<file path="src/rtl/pkencode_t1.sv">
// rtl/pkencode_t1.sv - t1 public-key encoder: packs 10-bit coefficients from memory into 80-bit API words
package pkencode_t1_pkg;
   localparam int ABR_MEM_ADDR_WIDTH = 15;

   typedef enum logic [1:0] {
      RW_IDLE  = 2'b00,
      RW_READ  = 2'b01,
      RW_WRITE = 2'b10
   } rw_mode_e;

   typedef struct packed {
      rw_mode_e                        rd_wr_en;
      logic [ABR_MEM_ADDR_WIDTH-1:0]   addr;
   } mem_if_t;
endpackage

module pkencode_t1
   import pkencode_t1_pkg::*;
#(
   parameter int MLDSA_K        = 8,
   parameter int MLDSA_N        = 256,
   parameter int REG_SIZE       = 24,
   parameter int COEFF_WIDTH    = 10,
   parameter int API_ADDR_WIDTH = 16
) (
   input  logic                                 clk,
   input  logic                                 reset_n,
   input  logic                                 zeroize,
   input  logic                                 pkencode_enable,
   input  logic [ABR_MEM_ADDR_WIDTH-1:0]        src_base_addr,
   output mem_if_t                              mem_a_rd_req,
   output mem_if_t                              mem_b_rd_req,
   input  logic [3:0][REG_SIZE-1:0]             mem_a_rd_data,
   input  logic [3:0][REG_SIZE-1:0]             mem_b_rd_data,
   output logic [API_ADDR_WIDTH-1:0]            API_wr_address,
   output logic [8*COEFF_WIDTH-1:0]             API_wr_data,
   output logic                                 API_wr_en,
   output logic                                 pkencode_done,
   output logic                                 pkencode_error
);

   localparam int NUM_WORDS = MLDSA_K * MLDSA_N / 8;
   localparam int CNT_W     = $clog2(NUM_WORDS) + 1;

   typedef enum logic [1:0] {
      ST_IDLE,
      ST_READ,
      ST_FLUSH,
      ST_DONE
   } state_e;

   state_e                          state_q, state_d;
   logic [CNT_W-1:0]                rd_cnt_q;
   logic [CNT_W-1:0]                wr_cnt_q;
   logic                            flush_cnt_q;
   logic [ABR_MEM_ADDR_WIDTH-1:0]   base_q;
   logic                            req_valid_q;
   logic                            data_valid_q;
   logic                            start;
   logic [ABR_MEM_ADDR_WIDTH-1:0]   addr_a;
   logic [8*COEFF_WIDTH-1:0]        packed_word;
   logic                            range_err;

   assign start  = (state_q == ST_IDLE) && pkencode_enable && !zeroize;
   assign addr_a = base_q + ABR_MEM_ADDR_WIDTH'({rd_cnt_q, 1'b0});

   always_ff @(posedge clk or negedge reset_n) begin
      if (!reset_n) begin
         state_q <= ST_IDLE;
      end else begin
         state_q <= state_d;
      end
   end

   always_comb begin
      state_d = state_q;
      case (state_q)
         ST_IDLE:  if (pkencode_enable) state_d = ST_READ;
         ST_READ:  if (rd_cnt_q == CNT_W'(NUM_WORDS - 1)) state_d = ST_FLUSH;
         ST_FLUSH: if (flush_cnt_q) state_d = ST_DONE;
         ST_DONE:  state_d = ST_IDLE;
         default:  state_d = ST_IDLE;
      endcase
      if (zeroize) state_d = ST_IDLE;
   end

   // Lane i lands at bits [10*i +: 10]; anything above the packed width is a range violation.
   always_comb begin
      packed_word = '0;
      range_err   = 1'b0;
      for (int i = 0; i < 4; i++) begin
         packed_word[COEFF_WIDTH*i     +: COEFF_WIDTH] = mem_a_rd_data[i][COEFF_WIDTH-1:0];
         packed_word[COEFF_WIDTH*(i+4) +: COEFF_WIDTH] = mem_b_rd_data[i][COEFF_WIDTH-1:0];
         range_err = range_err
                   | (|mem_a_rd_data[i][REG_SIZE-1:COEFF_WIDTH])
                   | (|mem_b_rd_data[i][REG_SIZE-1:COEFF_WIDTH]);
      end
   end

   always_ff @(posedge clk or negedge reset_n) begin
      if (!reset_n) begin
         rd_cnt_q       <= '0;
         wr_cnt_q       <= '0;
         flush_cnt_q    <= 1'b0;
         base_q         <= '0;
         req_valid_q    <= 1'b0;
         data_valid_q   <= 1'b0;
         mem_a_rd_req   <= '{rd_wr_en: RW_IDLE, addr: '0};
         mem_b_rd_req   <= '{rd_wr_en: RW_IDLE, addr: '0};
         API_wr_address <= '0;
         API_wr_data    <= '0;
         API_wr_en      <= 1'b0;
         pkencode_done  <= 1'b0;
         pkencode_error <= 1'b0;
      end else if (zeroize) begin
         rd_cnt_q       <= '0;
         wr_cnt_q       <= '0;
         flush_cnt_q    <= 1'b0;
         base_q         <= '0;
         req_valid_q    <= 1'b0;
         data_valid_q   <= 1'b0;
         mem_a_rd_req   <= '{rd_wr_en: RW_IDLE, addr: '0};
         mem_b_rd_req   <= '{rd_wr_en: RW_IDLE, addr: '0};
         API_wr_address <= '0;
         API_wr_data    <= '0;
         API_wr_en      <= 1'b0;
         pkencode_done  <= 1'b0;
         pkencode_error <= 1'b0;
      end else begin
         flush_cnt_q <= (state_q == ST_FLUSH) ? ~flush_cnt_q : 1'b0;

         if (start) begin
            base_q   <= src_base_addr;
            rd_cnt_q <= '0;
            wr_cnt_q <= '0;
         end

         if (state_q == ST_READ) begin
            mem_a_rd_req <= '{rd_wr_en: RW_READ, addr: addr_a};
            mem_b_rd_req <= '{rd_wr_en: RW_READ, addr: addr_a + ABR_MEM_ADDR_WIDTH'(1)};
            rd_cnt_q     <= rd_cnt_q + CNT_W'(1);
            req_valid_q  <= 1'b1;
         end else begin
            mem_a_rd_req <= '{rd_wr_en: RW_IDLE, addr: '0};
            mem_b_rd_req <= '{rd_wr_en: RW_IDLE, addr: '0};
            req_valid_q  <= 1'b0;
         end

         // Memory returns data one cycle after the request is visible.
         data_valid_q <= req_valid_q;
         API_wr_en    <= data_valid_q;
         if (data_valid_q) begin
            API_wr_data    <= packed_word;
            API_wr_address <= API_ADDR_WIDTH'(wr_cnt_q);
            wr_cnt_q       <= wr_cnt_q + CNT_W'(1);
         end else begin
            API_wr_data    <= '0;
            API_wr_address <= '0;
         end

         if (start) begin
            pkencode_error <= 1'b0;
         end else if (data_valid_q && range_err) begin
            pkencode_error <= 1'b1;
         end

         pkencode_done <= (state_q == ST_DONE);
      end
   end

endmodule

</file>
<file path="config.mk">
export PLATFORM = sky130hd
export DESIGN_NAME = pkencode_t1
export DESIGN_NICKNAME = d
export VERILOG_FILES = /design/src/rtl/pkencode_t1.sv
export SDC_FILE = /design/constraint.sdc
export NUM_CORES = 1
export LEC_CHECK = 0
export CORE_MARGIN = 5
export CORE_UTILIZATION = 36
export CTS_CLUSTER_SIZE = 16
export DETAILED_ROUTE_END_ITERATION = 12
export GPL_ROUTABILITY_DRIVEN = 0
export PLACE_DENSITY_LB_ADDON = 0.3
export SKIP_LAST_GASP = 1
export SYNTH_ARGS = -nofsm -noshare
export SYNTH_HDL_FRONTEND = slang
export SYNTH_SLANG_ARGS = --single-unit
</file>
<file path="constraint.sdc">
create_clock -name clk -period 2.65 [get_ports clk]
set_input_delay 0.265 -clock clk [delete_from_list [all_inputs] [get_ports clk]]
set_output_delay 0.265 -clock clk [all_outputs]
set_load 0.1 [all_outputs]
</file>
==> flow_summary.yaml <==
route:
  routed_wl_um: 20400
  first_pass_iters: 4
  vias: 5700
  drtIter0Drc: 232
  routedWlPerCell_um: 16.7
  drc: 0
  via_per_inst: 4.68
  detail-route-antenna-nets: 0
setup_path:
  path_depth: 10
  crit_path_cell_trace: "ha_1 -> fa_2 -> buf_4 -> a21oi_1 -> nand4b_1 -> nand2_1 -> o31a_1 -> a41oi_1 -> o311ai_0 -> o41ai_1"
  reg2reg_depth: 10
  end_kind: "register"
  cp_max_fo: 2
  crit_start: "rd_cnt_q[0]$_DFFE_PN0P_"
  crit_required_ns: 2.96
  r2r-start: "rd_cnt_q[0]$_DFFE_PN0P_"
  crit_slowest_cell: "dfrtp_1"
  endpoint: "mem_b_rd_req[13]$_DFF_PN0_"
  rr_endpoint: "mem_b_rd_req[13]$_DFF_PN0_"
  arrival_ns: 2.85
  cp_num_buf_inv: 1
  worstSetupPathType: "register to register"
  startpoint_type: "register"
  crit_family: "compound AO/OA/AOI/OAI gates"
  slowest_delay_ns: 0.38
  reg2reg_slack_ns: 0.11
synthesis:
  yosysWarningCount: 0
  synth_seq_cells: 160
  postSynthCellCount: 618
  synth_edf_count: 0
  ys.flop_type: "dfrtp_1"
  synthArstFlopShare_pct: 100
  netlist_area_mm2: 0.00678
  synthDistinctLibCells: 59
  yosysSeqAreaShare_pct: 59.1
  synth_area_per_cell_um2: 11.0
floorplan:
  io-pin-count: 344
  die_y_um: 147
  core_area_mm2: 0.0186
  chipWidth_um: 147
  num_rows: 50
  floorplan.initialDensity_pct: 36.3
  die_area_mm2: 0.0217
final_layout:
  syn2layout_area_growth_pct: 60.9
  design_area_mm2: 0.0109
  final_nets: 1200
  drive_gt1_share_pct: 21.3
timing:
  rsz0062_at_grt: "yes"
  finalCritPeriodShare_pct: 96.0
  worst_slew_pin_slew_ns: 0.900
  max_slew_margin_pct: 39.5
  max_freq_mhz: 393
  fin_setup_tns_ns: 0
  finalHoldViolations: 0
  period_needed_ns: 2.54
  setup_viol: 0
  holdWs_ns: 0.388
  setup_slack_ns: 0.107
  fin_skew_ns: 0.00829
  maxSlewViolCount: 0
cts:
  cts.htree.levels: 4
  cts_tree: "yes"
  root_buffer: "clkbuf_16"
  cts_buffers: 17
  cts.sinks: 160
  clock_path_buffers: 2
  clk_pin_slew_ns: 0.06
  clkLatencyLatePin_ns: 0.42
power_and_ir_drop:
  fin_total_pwr_w: 0.00725
  leakage_nw: 5.26
  ir_worst_vdd_mv: 0.428
  power.density_mw_per_mm2: 665
placement:
  dp_hpwl_um: 16200
  dpl-instance-area_mm2: 0.0102
  port_buffers: 334
  pre_cts_ws_ns: -0.0507
global_routing:
  grt_overflow: 0
  antenna_found_initial: 1
  grt_max_degree: 66
  grt_util_all_layers_pct: 18.3
  grt_pass1_wl_um: 30900
  first_global_vias: 5870
flow_run:
  maxCapViolations: 0
worst_hold_path:
  hold_class: "input pin to async pin"
status:
  status: "complete, no violations"
==> layer usage <==
| layer | vias to the layer above | global-route usage [%] | routed length (um) |
|---|---|---|---|
| met4 | 0 | 5.22 | 286 |
| met1 | 2682 | 19.2 | 7420 |
| met2 | 208 | 35.5 | 11500 |
| met5 | - | 0 | 0 |
| li1 | 2793 | - | - |
| met3 | 17 | 5.18 | 1230 |
==> worst reg2reg max path, stage by stage, from the launching register on <==
cell and delay [ns]:
dfrtp_1 0.38, ha_1 0.24, fa_2 0.38, buf_4 0.17, a21oi_1 0.12, nand4b_1 0.16, nand2_1 0.09, o31a_1 0.30
a41oi_1 0.31, o311ai_0 0.19, o41ai_1 0.10
==> power breakdown <==
group          switching, W  total [W]  internal (W)  leakage, nW
clock               0.00101    0.00251       0.00150        0.292
combinational       0.00135    0.00203      0.000679         2.75
sequential         0.000109    0.00271       0.00260         2.22
==> through the flow <==
stage,utilization [%],cells
global route,58.5,1218
finish,58.5,1218
global placement,54.6,1183
floorplan,-,626
CTS,57.9,1215
detailed placement,54.6,1183
==> layout make-up <==
type                    count  area, um2
multi-input cells         421       2690
diodes                      1       2.50
repair buffers            362       3270
flip-flops and latches    160       4000
clock buffers              18        429
fillers                  1558       7740
clock inverters            13        176
inverters                   9       33.8
well taps                 234        293
==> Yosys cell counts (2+ instances only) <==
cell	count	area share, %
o21ai_1	2	0.15
and3_1	12	1.1
nor2_1	39	2.2
dfrtp_1	160	59
inv_1	8	0.44
and2_1	100	9.2
nand2_1	54	3.0
buf_1	3	0.17
buf_2	3	0.22
a21o_1	2	0.22
a31oi_1	5	0.46
xnor2_1	11	1.4
a21oi_1	27	2.0
ha_1	17	3.1
o211ai_1	2	0.22
nor2b_1	5	0.46
nand3_1	7	0.52
nand2b_1	4	0.37
xor2_1	8	1.0
nor3_1	9	0.66
nor3b_1	4	0.44
o21ai_0	30	2.2
nor4_1	29	2.7
a22o_1	2	0.26
clkbuf_1	19	1.1
buf_4	11	1.2
nand4_1	12	1.1
xor2_2	2	0.48
==> worst min path at each step <==
stage,end,slack [ns]
2_1_floorplan,API_wr_address[0]$_DFF_PN0_,-0.03
3_3_place_gp,mem_b_rd_req[15]$_DFF_PN0_,0.29
3_5_place_dp,mem_b_rd_req[15]$_DFF_PN0_,0.29
4_1_cts,API_wr_data[42]$_DFF_PN0_,0.37
5_1_grt,API_wr_data[41]$_DFF_PN0_,0.37
6_report,mem_b_rd_req[15]$_DFF_PN0_,0.39
==> sequential cells by signal, summed over array words and instances (netlist names), 2 cells and up <==
| register | flops |
|---|---|
| API_wr_address | 9 |
| API_wr_data | 80 |
| base_q | 15 |
| mem_a_rd_req | 15 |
| mem_b_rd_req | 16 |
| rd_cnt_q | 9 |
| state_q | 2 |
| wr_cnt_q | 9 |
==> timing repair <==
item,4_1_cts,5_1_grt
hold buffers,1,0
setup buffers,0,2
gates resized for setup,2,18
setup endpoints to repair,4,5
endpoints found under the hold margin,62,0
pin swaps,3,5
==> cells in the final DEF, fill, tap and decap left out, types with 8 or more instances in the layout <==
cell and n:
conb_1 9, and3_1 11, clkdlybuf4s50_1 209, clkbuf_16 17, and2_1 100, nor4_1 29, ha_1 16, buf_4 149
nand2_1 54, xnor2_1 10, a21oi_1 27, o21ai_0 28, nand4_1 12, dfrtp_1 160, nor3_1 8, nor2_1 38
==> logic make-up after synthesis <==
family / share of synthesized area, %
AOI/OAI and AO/OA: 7.76
xor gates and xnor gates: 2.94
adders and majority gates: 3.43
buffers and inverters: 3.16
DFF: 59.1
muxes: 0.314
other: 0.0553
and+or+nand+nor: 23.3
(Power assumes the default switching activity.)
